[src/rtl/event_encoder4x2_pkg.sv]
`default_nettype none
// ============================================================================
//  Package     : enc_pkg
//  Description : Shared constants and slot-state encoding for the
//                event_encoder4x2 front end and its arbiter.
//  Revision    : 1.0 - initial release
// ============================================================================
package enc_pkg;

    localparam int NUM_SRC = 4;
    localparam int CODE_W  = 2;

    // Arbitration mode selector fed to prio_arb4
    localparam logic ARB_FIXED = 1'b0;
    localparam logic ARB_RR    = 1'b1;

    // Output slot occupancy; FULL means code holds an untransferred event
    typedef enum logic [0:0] {
        S_EMPTY = 1'b0,
        S_FULL  = 1'b1
    } slot_state_e;

endpackage : enc_pkg
`default_nettype wire

[src/rtl/event_encoder4x2_if.sv]
`default_nettype none
// ============================================================================
//  Interface   : event_encoder4x2_if
//  Description : Request inputs, encoded valid/ready output and status bus
//                of the event encoder.
//  Revision    : 1.0 - initial release
// ============================================================================
interface event_encoder4x2_if
    import enc_pkg::*;
#(
    parameter int DROP_W = 8
) ();

    logic [NUM_SRC-1:0] req;
    logic [CODE_W-1:0]  code;
    logic               valid;
    logic               ready;
    logic [NUM_SRC-1:0] pending;
    logic [DROP_W-1:0]  drop_cnt;

    // Encoder side
    modport slave (
        input  req,
        input  ready,
        output code,
        output valid,
        output pending,
        output drop_cnt
    );

    // Event producer / consumer side
    modport master (
        output req,
        output ready,
        input  code,
        input  valid,
        input  pending,
        input  drop_cnt
    );

endinterface : event_encoder4x2_if
`default_nettype wire

[src/rtl/event_encoder4x2_prio_arb4.sv]
`default_nettype none
// ============================================================================
//  Module      : prio_arb4
//  Description : Combinational 4-input arbiter. Fixed mode grants the highest
//                pending index; round-robin mode searches upward from the
//                source after rr_last, wrapping around.
//  Revision    : 1.0 - initial release
// ============================================================================
module prio_arb4
    import enc_pkg::*;
(
    input  wire logic [NUM_SRC-1:0] pending,
    input  wire logic [CODE_W-1:0]  rr_last,
    input  wire logic               mode,
    output logic      [CODE_W-1:0]  gnt_idx,
    output logic                    gnt_any
);

    logic [CODE_W-1:0] w_idx;

    // Select the winning pending source; later loop iterations override
    // earlier ones, so each loop runs from lowest to highest priority.
    always_comb begin
        gnt_idx = '0;
        w_idx   = '0;
        gnt_any = |pending;
        if (mode == ARB_RR) begin
            // k = NUM_SRC wraps to rr_last itself (lowest priority),
            // k = 1 is rr_last+1 (highest priority)
            for (int k = NUM_SRC; k >= 1; k--) begin
                w_idx = rr_last + CODE_W'(k);
                if (pending[w_idx]) begin
                    gnt_idx = w_idx;
                end
            end
        end else begin
            for (int i = 0; i < NUM_SRC; i++) begin
                if (pending[i]) begin
                    gnt_idx = CODE_W'(i);
                end
            end
        end
    end

endmodule : prio_arb4
`default_nettype wire

[src/rtl/event_encoder4x2.sv]
`default_nettype none
// ============================================================================
//  Module      : event_encoder4x2
//  Description : Captures event pulses from four sources into sticky pending
//                bits, arbitrates among them and presents one 2-bit source
//                index per transfer on a registered valid/ready output.
//                Counts events lost to already-pending sources.
//  Revision    : 1.0 - initial release
// ============================================================================
module event_encoder4x2
    import enc_pkg::*;
#(
    parameter int RR_MODE = 0,
    parameter int DROP_W  = 8
) (
    input  wire logic        clk,
    input  wire logic        rst,
    event_encoder4x2_if.slave bus
);

    localparam logic              C_MODE    = (RR_MODE != 0) ? ARB_RR : ARB_FIXED;
    localparam logic [DROP_W-1:0] C_DROP_MAX = {DROP_W{1'b1}};

    slot_state_e         state_q,    state_d;
    logic [CODE_W-1:0]   code_q,     code_d;
    logic [NUM_SRC-1:0]  pending_q,  pending_d;
    logic [DROP_W-1:0]   drop_cnt_q, drop_cnt_d;
    logic [CODE_W-1:0]   rr_last_q,  rr_last_d;

    logic [CODE_W-1:0]   w_gnt_idx;
    logic                w_gnt_any;
    logic                w_loadable;
    logic                w_grant;
    logic [NUM_SRC-1:0]  w_clr;
    logic [NUM_SRC-1:0]  w_drop_vec;
    logic [2:0]          w_drop_num;
    logic [DROP_W+2:0]   w_drop_sum;

    prio_arb4 u_arb (
        .pending (pending_q),
        .rr_last (rr_last_q),
        .mode    (C_MODE),
        .gnt_idx (w_gnt_idx),
        .gnt_any (w_gnt_any)
    );

    // Next-state logic: slot load/drain, pending update and drop counting
    always_comb begin
        state_d    = state_q;
        code_d     = code_q;
        rr_last_d  = rr_last_q;
        w_clr      = '0;
        w_drop_num = '0;

        // Slot can accept a new event when empty or when the held one leaves
        w_loadable = (state_q == S_EMPTY) || bus.ready;
        w_grant    = w_loadable && w_gnt_any;

        if (w_loadable) begin
            if (w_gnt_any) begin
                state_d   = S_FULL;
                code_d    = w_gnt_idx;
                rr_last_d = w_gnt_idx;
                w_clr[w_gnt_idx] = 1'b1;
            end else begin
                state_d = S_EMPTY;
            end
        end

        // A request landing on its own grant edge is a fresh event, not a drop
        pending_d  = (pending_q & ~w_clr) | bus.req;
        w_drop_vec = bus.req & pending_q & ~w_clr;
        for (int i = 0; i < NUM_SRC; i++) begin
            w_drop_num = w_drop_num + {2'b00, w_drop_vec[i]};
        end

        w_drop_sum = {3'b000, drop_cnt_q} + {{DROP_W{1'b0}}, w_drop_num};
        if (w_drop_sum > {3'b000, C_DROP_MAX}) begin
            drop_cnt_d = C_DROP_MAX;
        end else begin
            drop_cnt_d = w_drop_sum[DROP_W-1:0];
        end
    end

    // State registers; reset discards any held or pending events
    always_ff @(posedge clk or posedge rst) begin
        if (rst) begin
            state_q    <= S_EMPTY;
            code_q     <= '0;
            pending_q  <= '0;
            drop_cnt_q <= '0;
            rr_last_q  <= CODE_W'(NUM_SRC - 1);
        end else begin
            state_q    <= state_d;
            code_q     <= code_d;
            pending_q  <= pending_d;
            drop_cnt_q <= drop_cnt_d;
            rr_last_q  <= rr_last_d;
        end
    end

    assign bus.code     = code_q;
    assign bus.valid    = (state_q == S_FULL);
    assign bus.pending  = pending_q;
    assign bus.drop_cnt = drop_cnt_q;

endmodule : event_encoder4x2
`default_nettype wire

[src/flat_wrapper.sv]
// flat-port wrapper written by rule: the top's interface ports become plain ports
module event_encoder4x2_flat import enc_pkg::*;
#(
    parameter int RR_MODE = 0,
    parameter int DROP_W  = 8
)
  (clk, rst, bus_req, bus_ready, bus_code, bus_valid, bus_pending, bus_drop_cnt);
  event_encoder4x2_if #(.DROP_W(DROP_W)) bus_i ();
  input  wire logic clk;
  input  wire logic rst;
  input wire logic [$bits(bus_i.req)-1:0] bus_req;
  input wire logic [$bits(bus_i.ready)-1:0] bus_ready;
  output wire logic [$bits(bus_i.code)-1:0] bus_code;
  output wire logic [$bits(bus_i.valid)-1:0] bus_valid;
  output wire logic [$bits(bus_i.pending)-1:0] bus_pending;
  output wire logic [$bits(bus_i.drop_cnt)-1:0] bus_drop_cnt;
  assign bus_i.req = bus_req;
  assign bus_i.ready = bus_ready;
  assign bus_code = bus_i.code;
  assign bus_valid = bus_i.valid;
  assign bus_pending = bus_i.pending;
  assign bus_drop_cnt = bus_i.drop_cnt;
  event_encoder4x2 #(.RR_MODE(RR_MODE), .DROP_W(DROP_W)) u_core (.clk(clk), .rst(rst), .bus(bus_i));
endmodule
[config.mk]
export PLATFORM = sky130hd
export DESIGN_NAME = event_encoder4x2_flat
export DESIGN_NICKNAME = d
export VERILOG_FILES = /design/src/rtl/event_encoder4x2_pkg.sv /design/src/rtl/event_encoder4x2_if.sv /design/src/rtl/event_encoder4x2_prio_arb4.sv /design/src/rtl/event_encoder4x2.sv /design/src/flat_wrapper.sv
export SDC_FILE = /design/constraint.sdc
export NUM_CORES = 1
export LEC_CHECK = 0
export BUFFER_PORTS_ARGS = -buffer_cell sky130_fd_sc_hd__buf_2
export CAP_MARGIN = 5
export CORE_MARGIN = 2
export CORE_UTILIZATION = 52
export DETAILED_ROUTE_END_ITERATION = 12
export PLACE_DENSITY = 0.79
export SLEW_MARGIN = 15
export SYNTH_ARGS = -nofsm -noshare
export SYNTH_HDL_FRONTEND = slang
export SYNTH_SLANG_ARGS = --single-unit
[constraint.sdc]
create_clock -name clk -period 6.9 [get_ports clk]
set_input_delay 1.38 -clock clk [delete_from_list [all_inputs] [get_ports clk]]
set_output_delay 1.38 -clock clk [all_outputs]
set_load 0.05 [all_outputs]
# ---- Word level (Yosys, flattened, before mapping)
# Cells that the tools add are included.
dict set report totals {
  regBits 15
  output_inout_bits 15
  elab_cells 30
}
dict set report classes {
  addsub 4
  n_lt_le_gt_ge 3
  mux 9
  bitwise_logic 6
  reduce_logical 4
}
# operator count
set op_table {}
lappend op_table {{$and 4x4->4} 3}
lappend op_table {{$gt 11x8->1 const B} 1}
lappend op_table {{$add 8x3->9} 1}
lappend op_table {{$mux 4} 2}
lappend op_table {{$mux 8} 1}
lappend op_table {{$add 3x1->3} 2}
lappend op_table {{$mux 2} 2}
lappend op_table {{$not 4->4} 1}
lappend op_table {{$or 4x4->4} 1}
lappend op_table {{$reduce_or 4->1} 1}
lappend op_table {{$lt 2x3->1 const B} 1}
lappend op_table {{$mux 1} 3}
lappend op_table {{$add 1x1->2} 1}
lappend op_table {{$demux 1 s2} 1}
lappend op_table {{$ge 2x1->1 const B} 1}
lappend op_table {{$reduce_and 2->1} 1}
lappend op_table {{$logic_and 1x1->1} 1}
lappend op_table {{$logic_or 1x1->1} 1}
lappend op_table {{$not 1->1} 1}

# ---- Longest topological paths before layout
# Gate-level depths: netlist of run 1.
dict set report depth {
  ltp_word 17
  mapped_depth 12
  mapped_depth_nobuf 11
}

# ---- By module
# From an unflattened synthesis of run 1, not the netlist that was laid out.
dict set report unflattened {
  hier_cells 96
  hier_area_um2 937.1
}
# module instances cells_per_inst area_per_inst_um2
set by_module_without_submodules {}
lappend by_module_without_submodules {event_encoder4x2 1 78 832.0}
lappend by_module_without_submodules {prio_arb4 1 18 105.1}

# ---- Least setup slack after synthesis of run 1
# OpenSTA, ideal clock, no wires.
dict set report synth_path {
  kind {input-to-reg}
  start {in bus_ready}
  end {reg u_core.drop_cnt_q[6], in the netlist u_core.bus.drop_cnt[6]}
  setup_ns 0.125
  t_arrival_ns 4.022
  t_required_ns 6.775
  slack_ns 2.753
  path_stages 12
  path_buffers 1
  cell_sequence {nor2b_1 -> buf_2 -> o41ai_1 -> nor2_1 -> ha_1 -> fa_1 -> ha_1 -> inv_1 -> fa_1 -> and2b_1 -> o2111ai_1 -> mux2_2}
}
dict set report synth_between {
  elab_chain_cells 10
}
# element line
set synth_rtl {}
lappend synth_rtl {{start, declared} flat_wrapper.sv:12} ;# input wire logic [$bits(bus_i.ready)-1:0] bus_ready;
lappend synth_rtl {{$logic_or 1x1->1 *} event_encoder4x2.sv:56} ;# w_loadable = (state_q == S_EMPTY) || bus.ready;
lappend synth_rtl {{$mux 4 *} event_encoder4x2.sv:59} ;# if (w_loadable) begin
lappend synth_rtl {{$not 4->4 *} event_encoder4x2.sv:72} ;# w_drop_vec = bus.req & pending_q & ~w_clr;
lappend synth_rtl {{$and 4x4->4 *} event_encoder4x2.sv:72}
lappend synth_rtl {{$add 1x1->2} event_encoder4x2.sv:74} ;# w_drop_num = w_drop_num + {2'b00, w_drop_vec[i]};
lappend synth_rtl {{$add 3x1->3} event_encoder4x2.sv:74}
lappend synth_rtl {{$add 3x1->3 *} event_encoder4x2.sv:74}
lappend synth_rtl {{$add 8x3->9 *} event_encoder4x2.sv:77} ;# w_drop_sum = {3'b000, drop_cnt_q} + {{DROP_W{1'b0}}, w_drop_num};
lappend synth_rtl {{$gt 11x8->1} event_encoder4x2.sv:78} ;# if (w_drop_sum > {3'b000, C_DROP_MAX}) begin
lappend synth_rtl {{$mux 8 *} event_encoder4x2.sv:78}
lappend synth_rtl {{named net u_core.drop_cnt_d[6]} event_encoder4x2.sv:27} ;# logic [DROP_W-1:0] drop_cnt_q, drop_cnt_d;
lappend synth_rtl {{end signal, assigned} event_encoder4x2.sv:97} ;# drop_cnt_q <= drop_cnt_d;
lappend synth_rtl {{end, declared} event_encoder4x2.sv:27}
# The timed path passes the listed nets; every way through them passes the cells marked *.
# A chain may end at the register's enable or synchronous reset.

# ---- Final worst setup path of run 1
# Same ends and word-level chain as after synthesis.

==> flow_summary_export.csv, run 1 <==
group,metric,value,unit
run_status,status,"completed",
layout,drive_gt1_share,25.96,%
placed_design,dp_hpwl,1197,microns
clocking,clockBufferDepth,2,
worst_setup_path,end_kind,"flop",
timing,fin_crit,4227,ps
power_and_ir_drop,cellLeakagePower,0.4881,nW
clocking,hold_buffers,0,
worst_setup_path,worstPathRequired,7070,ps
synthesis,postSynthAreaPerCell,10.36,sq um
power_and_ir_drop,irDropWorstVdd,0.2770,mV
worst_setup_path,crit_start,"bus_ready",
synthesis,synth-edff-count,0,
timing,finalSetupTns,0,ps
layout,nFillCells,127,
clocking,insertion_delay,280,ps
synthesis,synth_mux_area_share,3.875,%
layout,area_growth,16.10,%
clocking,cts.clk_slew.worst_paths,80,ps
worst_setup_path,endpoint,"u_core.bus.drop_cnt[6]",
layout,antenna-diode-count,0,
timing,relSlewSlack,62.37,%
route,num_vias,697,
placed_design,gp_congestion,0.7608,
synthesis,synth-simple-area-share,15.50,%
synthesis,synthTopCellsByArea,"dfrtp_1 45%, ha_1 7.5%, fa_1 4.8%",
worst_hold_path,hp-class,"reg2reg",
synthesis,synth_compound_area_share,18.18,%
layout,final_cells,120,
global_routing,grt_overflow,0,
clocking,cts_htree_levels,1,
worst_setup_path,r2r_cells,11,
route,ant_nets,0,
worst_setup_path,crit_fanout,9,
synthesis,yosysSeqAreaShare,44.71,%
route,dr.first_iter.drc_count,12,
route,firstDrtPassIters,4,
clocking,cts_buffers,3,
floorplan,num_io_pins,22,
global_routing,grt_max_degree,16,
route,drc,0,
synthesis,synthArstFlopShare,100.0,%
floorplan,rows,14,
timing,skew,2.510,ps
timing,slew_viol_final,0,
global_routing,grt_pass1_wl,2656,microns
route,wl,1592,microns
floorplan,fp.dieW,44.18,microns
timing,post-route-period-util,61.26,%
clocking,ctsResizeCount,0,
placed_design,dp.cells,116,
floorplan,dieArea,1952,sq um
global_routing,grt.total_usage,18.70,%
timing,hold_violations,0,
synthesis,synth_xor_area_share,0,%
timing,grt_setup_unrepaired,"no",
global_routing,first_global_vias,648,
route,post_drt_via_cell_ratio,5.808,
synthesis,synth.top_cell.area_share,44.71,%
synthesis,ys.flop_type,"dfrtp_1",
synthesis,synth.largest_area_cell,"dfrtp_1",
clocking,cts.sinks,15,
clocking,cts_tree,"built",
synthesis,syn_inst,81,
synthesis,yosys.area_share.adder,12.22,%
synthesis,ys_seq_elements,15,
worst_setup_path,start_kind,"input pin",
timing,setup_viol,0,
timing,fmax,236.6,MHz
synthesis,ys_warn_count,0,
clocking,root_buffer,"clkbuf_4",
floorplan,core,1506,sq um
worst_setup_path,r2r_end,"u_core.bus.drop_cnt[6]",
global_routing,antenna_found_initial,0,
clocking,post_cts.repair.setup_buffers,0,
floorplan,die_height,44.18,microns
synthesis,post-synth-top-count-cell,"dfrtp_1",
timing,tightest_slew,563.8,ps
synthesis,netlist_area,839.6,sq um
power_and_ir_drop,p_total,0.4217,mW
power_and_ir_drop,pwr_density_cell,432.6,nW/um^2
synthesis,synth_top_family_by_area,"compound AO/OA/AOI/OAI gates",
worst_setup_path,r2r_setup_slack,3500,ps
placed_design,io_buffers,21,
worst_setup_path,arrival,4400,ps
synthesis,syn-num-nets,95,
floorplan,initial_core_util,55.73,%
synthesis,synth.top_cells.by_count,"15 x dfrtp_1, 8 x inv_1, 7 x o21ai_0, 5 x ha_1, 5 x nor2_1",
route,wl_per_cell,13.27,microns
worst_setup_path,r2r-start,"u_core.bus.valid",
run,cap_violations,0,
synthesis,ys_types,30,
worst_setup_path,crit_type,"in2reg",
layout,fin_nets,119,
==> where the power goes <==
group | switching, mW | internal (mW)
clock network | 0.0266 | 0.0224
logic | 0.159 | 0.0713
registers | 0.0282 | 0.115
==> sequential cells by signal, summed over array words and instances (netlist names) <==
signal and cells:
u_core.bus.code 2, u_core.bus.pending 4, u_core.bus.valid 1, u_core.bus.drop_cnt 8
==> metal layers <==
layer  part of all wire, %  track usage [%]
met2                    50            29.71
met3                   4.8            5.714
met4                   1.2            10.91
met5                     0                0
met1                    44            22.31
==> final cells by class <==
type                       instances  area [sq um]  area share, %
clock buffer                       4         26.28          2.696
timing repair buffer              21         105.1          10.78
multi-input combinational         56         417.9          42.88
sequential                        15         375.4          38.51
tap                               16         20.02          2.054
inverter                           8         30.03          3.081
==> per-stage QoR <==
step	setup slack (ps)	cell area (sq um)	utilization (%)	hold WS, ps
after global routing	2468	974.7	64.70	557.6
after CTS	2694	974.7	64.70	530.2
after detailed placement	2414	948.4	62.96	510.9
after floorplan	2753	839.6	-	795.6
final	2673	974.7	64.70	521.3
after global placement	2449	948.4	62.96	483.2
==> cells by family after synthesis <==
group,after synthesis
compound gates,22
fa+ha+maj,7
buf+inv,10
flops,15
mux,3
simple gates,24
==> how the worst min path moves through the flow <==
stage	start	end	slack, ps	depth (start not counted)
2_1_floorplan	u_core.bus.code[1]	u_core.bus.code[1]	800	2
3_3_place_gp	u_core.bus.code[1]	u_core.bus.code[1]	480	2
3_5_place_dp	u_core.bus.code[1]	u_core.bus.code[1]	510	2
4_1_cts	u_core.bus.code[1]	u_core.bus.code[1]	530	2
5_1_grt	u_core.bus.pending[2]	u_core.bus.code[0]	560	1
6_report	u_core.bus.code[1]	u_core.bus.code[1]	520	2
==> critical path: stages <==
cell	delay [ps]
buf_2	90
nor2b_1	420
nand2b_1	210
and3_1	170
ha_1	240
fa_1	520
ha_1	200
inv_1	70
fa_1	370
and2b_1	300
o2111ai_1	140
mux2_2	290
==> cell usage in the layout (no fill, tap or decap), types with 2 or more instances in the layout <==
master,instances
nand2_1,4
buf_2,21
inv_1,8
o21ai_0,7
ha_1,5
fa_1,2
nor3b_1,2
o211ai_1,2
a21o_1,2
nor2_1,5
and3_1,4
clkbuf_4,3
a21oi_1,2
nor2b_1,2
dfrtp_1,15
nand2b_1,4
mux2_2,2
(Power assumes the default switching activity.)
==> run 2, diff against run 1 <==
--- a/config.mk
+++ b/config.mk
@@ -5,12 +5,13 @@
 export SDC_FILE = /design/constraint.sdc
 export NUM_CORES = 1
 export LEC_CHECK = 0
+export ABC_AREA = 1
 export BUFFER_PORTS_ARGS = -buffer_cell sky130_fd_sc_hd__buf_2
 export CAP_MARGIN = 5
 export CORE_MARGIN = 2
-export CORE_UTILIZATION = 52
+export CORE_UTILIZATION = 46
 export DETAILED_ROUTE_END_ITERATION = 12
-export PLACE_DENSITY = 0.79
+export PLACE_DENSITY = 0.73
 export SLEW_MARGIN = 15
 export SYNTH_ARGS = -nofsm -noshare
 export SYNTH_HDL_FRONTEND = slang
==> constraint.sdc (replaced) <==
create_clock -name clk -period 3.8 [get_ports clk]
set_input_delay 0.76 -clock clk [delete_from_list [all_inputs] [get_ports clk]]
set_output_delay 0.76 -clock clk [all_outputs]
set_load 0.05 [all_outputs]
==> run 2 against run 1 <==
Utilization down 5.6 points. Synthesized area is 4.8% higher. Clock skew is essentially flat. Critical path depth increased by 2. Cell count grew 33%. Cell area rose by 7.1%. Combinational power is 100% higher. Global-route usage grew 0.30 points. Count of clock-buffer cells in the layout is 1 lower. Critical endpoint is now u_core.bus.drop_cnt[7]. Worst setup slack got worse by 2200 ps. Die area increased by 17%. Highest routed layer unchanged.
==> flow_summary_export.csv, run 2 <==
group,metric,value,unit
synthesis,syn_inst,110,
timing,post-route-period-util,87.41,%
run,cap_violations,0,
run_status,status,"completed",
timing,slew_viol_final,0,
route,firstDrtPassIters,4,
global_routing,grt_overflow,0,
synthesis,ys_warn_count,0,
route,wl_per_cell,11.40,microns
synthesis,synth.top_cell.area_share,42.67,%
worst_hold_path,whs_path_depth,2,
route,post_drt_via_cell_ratio,4.794,
worst_setup_path,r2r_cells,12,
timing,fin_crit,3322,ps
power_and_ir_drop,p_total,0.8279,mW
clocking,cts.sinks,15,
layout,final_common_cell,"nand2_1",
global_routing,antenna_found_initial,0,
synthesis,ys_types,18,
worst_setup_path,worstPathRequired,4030,ps
synthesis,synth-edff-count,0,
timing,finalSetupTns,0,ps
worst_setup_path,r2r-start,"u_core.bus.valid",
timing,relSlewSlack,60.49,%
synthesis,netlist_area,879.6,sq um
floorplan,dieArea,2278,sq um
clocking,cts.clk_slew.worst_paths,100,ps
placed_design,dp_hpwl,1395,microns
layout,antenna-diode-count,0,
worst_setup_path,max_stage_delay,480,ps
clocking,cts_buffers,3,
synthesis,synthTopCellsByArea,"dfrtp_1 43%, nand2_1 14%, inv_1 8.5%",
synthesis,ys_seq_elements,15,
timing,setup_viol,0,
route,dr.first_iter.drc_count,6,
placed_design,io_buffers,21,
worst_setup_path,crit_type,"in2reg",
route,ant_nets,0,
floorplan,initial_core_util,49.86,%
worst_setup_path,cp_num_buf_inv,3,
worst_hold_path,hp-start,"u_core.bus.code[1]",
worst_setup_path,critPathSlowestCell,"fa_1",
clocking,root_buffer,"clkbuf_4",
synthesis,ys.flop_type,"dfrtp_1",
timing,tightest_slew,592.1,ps
placed_design,placed_area,1016,sq um
clocking,cts_tree,"built",
global_routing,grt_max_degree,16,
floorplan,rows,15,
power_and_ir_drop,irDropWorstVdd,0.5006,mV
route,drc,0,
worst_setup_path,r2r_setup_slack,650,ps
layout,largest_reg_flops,8,
clocking,post_cts.repair.setup_buffers,0,
synthesis,postSynthAreaPerCell,7.996,sq um
synthesis,syn-num-nets,124,
timing,fin_hold_ws,488.3,ps
worst_setup_path,arrival,3550,ps
floorplan,fp.dieW,47.73,microns
placed_design,gp_congestion,0.8474,
worst_setup_path,r2r_end,"u_core.bus.drop_cnt[7]",
floorplan,num_io_pins,22,
clocking,hold_buffers,0,
worst_hold_path,whs_endpoint,"u_core.bus.code[1]",
worst_hold_path,hp-class,"reg2reg",
synthesis,yosysSeqAreaShare,42.67,%
clocking,clockBufferDepth,2,
global_routing,grt_pass1_wl,2918,microns
worst_setup_path,end_kind,"flop",
layout,final_area,1044,sq um
timing,fmax,301.1,MHz
worst_setup_path,crit_fanout,8,
synthesis,synthArstFlopShare,100.0,%
clocking,cts_htree_levels,1,
worst_setup_path,cp_top_family,"adder cells",
layout,fin_nets,150,
synthesis,post-synth-top-count-cell,"nand2_1",
floorplan,core,1764,sq um
timing,hold_violations,0,
timing,grt_setup_unrepaired,"no",
clocking,insertion_delay,290,ps
route,num_vias,767,
power_and_ir_drop,pwr_density_cell,793.4,nW/um^2
worst_setup_path,start_kind,"input pin",
timing,skew,2.806,ps
global_routing,first_global_vias,701,
route,wl,1824,microns
layout,drive_gt1_share,22.96,%
power_and_ir_drop,cellLeakagePower,0.5718,nW
layout,mostFrequentLayoutCells,"33 x nand2_1, 21 x buf_2, 20 x inv_1",
clocking,ctsResizeCount,0,
floorplan,die_height,47.73,microns
synthesis,synth.top_cells.by_count,"33 x nand2_1, 20 x inv_1, 15 x dfrtp_1, 10 x nand3_1, 9 x nor2_1",
layout,area_growth,18.63,%
synthesis,synth.largest_area_cell,"dfrtp_1",
global_routing,grt.total_usage,18.99,%
worst_setup_path,cp_cell_sequence,"buf_2, inv_1, nand2_1, nand3_1, o21ai_0, nor2_1, ha_1, fa_1, ha_1, inv_1, fa_1, o21ai_4, nand3_4, nand3_1",
run 2: changes by cell type after synthesis, sizes merged, moves of 4 or more:
cell	change
nor2	+5
nand2b	-4
nand3	+10
nand2	+30
inv	+13
and3	-4
run 2: kinds of logic (layout without fill, tap and decap cells):
| group | after synthesis | after routing | share of synthesized area [%] |
|---|---|---|---|
| AND/OR/NAND/NOR | 59 | 59 | 30.44 |
| buffers and inverters | 21 | 46 | 8.961 |
| flip-flops | 15 | 15 | 42.67 |
| AO/OA/AOI/OAI | 8 | 8 | 6.259 |
| adder cells (fa/ha/maj) | 7 | 7 | 11.66 |
run 2: worst max path at each step:
stage / cells past startpoint / slack, ps / to / start
after CTS: 14 / 450 / u_core.bus.drop_cnt[7] / bus_ready
after detailed placement: 14 / 170 / u_core.bus.drop_cnt[7] / bus_ready
final: 14 / 480 / u_core.bus.drop_cnt[7] / bus_ready
after floorplan: 13 / 550 / u_core.bus.drop_cnt[5] / bus_ready
after global routing: 14 / 310 / u_core.bus.drop_cnt[5] / bus_ready
after global placement: 14 / 260 / u_core.bus.drop_cnt[5] / bus_ready
run 2: where the power goes:
part / total (mW) / internal, mW / leakage, nW / switching, mW
Combinational: 0.471 / 0.130 / 0.390 / 0.341
Clock: 0.0969 / 0.0392 / 0.0177 / 0.0577
Sequential: 0.259 / 0.209 / 0.164 / 0.0507
run 2: worst register-to-register path, stage by stage (launching register included):
cell     delay (ps)
dfrtp_1         380
nand2_1         200
nand3_1         100
o21ai_0         220
nor2_1           70
ha_1            310
fa_1            410
ha_1            320
inv_1            70
fa_1            480
o21ai_4         260
nand3_4         160
nand3_1         120
run 2: layout make-up:
class	instances	area, sq um
Fill cell	179	720.7
Timing Repair Buffer	21	105.1
Sequential cell	15	375.4
Inverter	21	78.83
Tap cell	25	31.28
Multi-Input combinational cell	74	425.4
Clock buffer	3	22.52
Clock inverter	1	5.005
run 2: per-layer routing:
layer / global-route usage [%] / up-vias / wire, microns
li1: - / 393 / -
met1: 24.24 / 356 / 854
met2: 30.67 / 13 / 865
met3: 3.396 / 5 / 63
met4: 9.730 / 0 / 41
met5: 0 / - / 0
run 2: per-stage QoR:
stage	utilization, %	instances	setup WS (ps)
3_3_place_gp	57.59	156	260.2
3_5_place_dp	57.59	156	169.0
4_1_cts	59.15	160	454.1
6_report	59.15	160	478.3
5_1_grt	59.15	160	305.6
2_1_floorplan	-	110	554.4
==> run 3, diff against run 2 <==
--- a/config.mk
+++ b/config.mk
@@ -5,13 +5,13 @@
 export SDC_FILE = /design/constraint.sdc
 export NUM_CORES = 1
 export LEC_CHECK = 0
-export ABC_AREA = 1
+export ABC_AREA = 0
 export BUFFER_PORTS_ARGS = -buffer_cell sky130_fd_sc_hd__buf_2
 export CAP_MARGIN = 5
 export CORE_MARGIN = 2
-export CORE_UTILIZATION = 46
+export CORE_UTILIZATION = 45
 export DETAILED_ROUTE_END_ITERATION = 12
-export PLACE_DENSITY = 0.73
+export PLACE_DENSITY = 0.72
 export SLEW_MARGIN = 15
 export SYNTH_ARGS = -nofsm -noshare
 export SYNTH_HDL_FRONTEND = slang
==> run 3 against run 2 <==
Sequential share of layout area up 1.8 points. Global-route usage down 2.0 points. Register-to-register slack worse by 190 ps. Worst setup slack worse by 91 ps. Total power down 8.2%. Highest routed layer unchanged. Critical path depth down 2. Largest power group unchanged.
==> flow_summary_export.csv, run 3 (synthesis gave the netlist of run 1 again) <==
group,metric,value,unit
run_status,status,"completed",
worst_setup_path,cp_top_family,"adder cells",
layout,antenna-diode-count,0,
clocking,cts_tree,"built",
timing,relSlewSlack,62.33,%
timing,fin_crit,3413,ps
route,wl,1535,microns
global_routing,grt.total_usage,17.02,%
worst_setup_path,end_kind,"flop",
worst_setup_path,max_stage_delay,510,ps
layout,final_cells,130,
clocking,hold_buffers,0,
layout,nFillCells,158,
clocking,clockBufferDepth,2,
worst_setup_path,arrival,3590,ps
global_routing,grt_max_degree,16,
floorplan,num_io_pins,22,
timing,post-route-period-util,89.80,%
floorplan,die_height,47.20,microns
timing,finalSetupTns,0,ps
layout,area_growth,18.33,%
clocking,cts.clk_slew.worst_paths,90,ps
global_routing,grt_overflow,0,
timing,setup_viol,0,
route,wl_per_cell,11.81,microns
worst_setup_path,critPathSlowestCell,"fa_1",
timing,grt_setup_unrepaired,"no",
power_and_ir_drop,pwr_density_cell,764.8,nW/um^2
worst_hold_path,hp-class,"in2async",
floorplan,fp.dieW,47.20,microns
placed_design,dp_hpwl,1180,microns
power_and_ir_drop,cellLeakagePower,0.4929,nW
placed_design,gp_congestion,0.8124,
layout,fin_nets,120,
global_routing,first_global_vias,663,
layout,mostFrequentLayoutCells,"21 x buf_2, 15 x dfrtp_1, 8 x inv_1",
floorplan,initial_core_util,48.10,%
power_and_ir_drop,irDropWorstVdd,0.5652,mV
timing,hold_violations,0,
layout,drive_gt1_share,26.67,%
clocking,insertion_delay,280,ps
placed_design,io_buffers,21,
clocking,cts_htree_levels,1,
timing,slew_viol_final,0,
clocking,root_buffer,"clkbuf_4",
run,cap_violations,0,
layout,final_common_cell,"buf_2",
worst_setup_path,start_kind,"input pin",
worst_setup_path,cp_cell_sequence,"buf_2, nor2b_1, nand2b_1, and3_1, ha_1, fa_1, ha_1, inv_1, fa_1, and2b_1, o2111ai_1, mux2_2",
route,ant_nets,0,
route,dr.first_iter.drc_count,3,
timing,skew,2.078,ps
floorplan,dieArea,2227,sq um
worst_setup_path,crit_type,"in2reg",
worst_setup_path,worstPathRequired,3980,ps
route,drc,0,
route,num_vias,684,
global_routing,grt_pass1_wl,2608,microns
placed_design,dp.cells,126,
timing,tightest_slew,564.4,ps
layout,largest_reg_flops,8,
floorplan,rows,15,
floorplan,core,1745,sq um
clocking,ctsResizeCount,0,
route,firstDrtPassIters,4,
timing,fmax,293.0,MHz
clocking,cts_buffers,3,
route,post_drt_via_cell_ratio,5.262,
clocking,cts.sinks,15,
clocking,post_cts.repair.setup_buffers,0,
worst_setup_path,cp_num_buf_inv,2,
worst_setup_path,crit_fanout,6,
global_routing,antenna_found_initial,0,
-- run 3: area by class of cell --
cell class                 count  area, sq um  area share (%)
clock buffer                   4        26.28           2.645
inverter                       8        30.03           3.023
multi-input combinational     56        417.9           42.07
sequential                    15        375.4           37.78
tap                           25        31.28           3.149
timing repair buffer          22        112.6           11.34
-- run 3: stage by stage --
stage | util, % | worst slack [ps] | hold slack (ps) | power [mW] | area, sq um
6_report | 56.92 | 387.5 | 512.2 | 0.7598 | 993.5
3_5_place_dp | 55.41 | 101.0 | 505.1 | 0.6714 | 967.2
3_3_place_gp | 55.41 | 131.2 | 488.0 | 0.6657 | 967.2
5_1_grt | 56.92 | 206.4 | 563.4 | 0.8265 | 993.5
4_1_cts | 56.92 | 393.1 | 526.1 | 0.7669 | 993.5
2_1_floorplan | - | 272.8 | 661.5 | 0.5836 | 839.6
-- run 3: layer usage --
| metal | share of wire, % | track usage (%) |
|---|---|---|
| met1 | 45 | 19.62 |
| met2 | 49 | 29.86 |
| met3 | 4.9 | 3.462 |
| met4 | 1.9 | 8.333 |
| met5 | 0 | 0 |
-- run 3: report_power, final --
part,internal (mW),switching (mW),total (mW)
Sequential,0.208,0.0496,0.258
Clock,0.0407,0.0506,0.0914
Combinational,0.130,0.281,0.411
-- run 3: path summary, 6_finish.rpt --
check / startpoint / end / slack, ps / depth (start not counted)
max: bus_ready / u_core.bus.drop_cnt[6] / 390 / 12
min: rst / u_core.bus.drop_cnt[6] / 510 / 2
max reg2reg: u_core.bus.pending[3] / u_core.bus.drop_cnt[6] / 460 / 10
min reg2reg: u_core.bus.code[1] / u_core.bus.code[1] / 520 / 2
max in group asynchronous: rst / u_core.bus.drop_cnt[0] / 2920 / 2
min in group clk: u_core.bus.code[1] / u_core.bus.code[1] / 520 / 2
-- run 3: worst reg2reg max path: stages, from the launching register on --
cell,delay (ps)
dfrtp_1,450
o41ai_1,480
nor2_1,90
ha_1,320
fa_1,510
ha_1,200
inv_1,80
fa_1,370
and2b_1,300
o2111ai_1,140
mux2_2,290
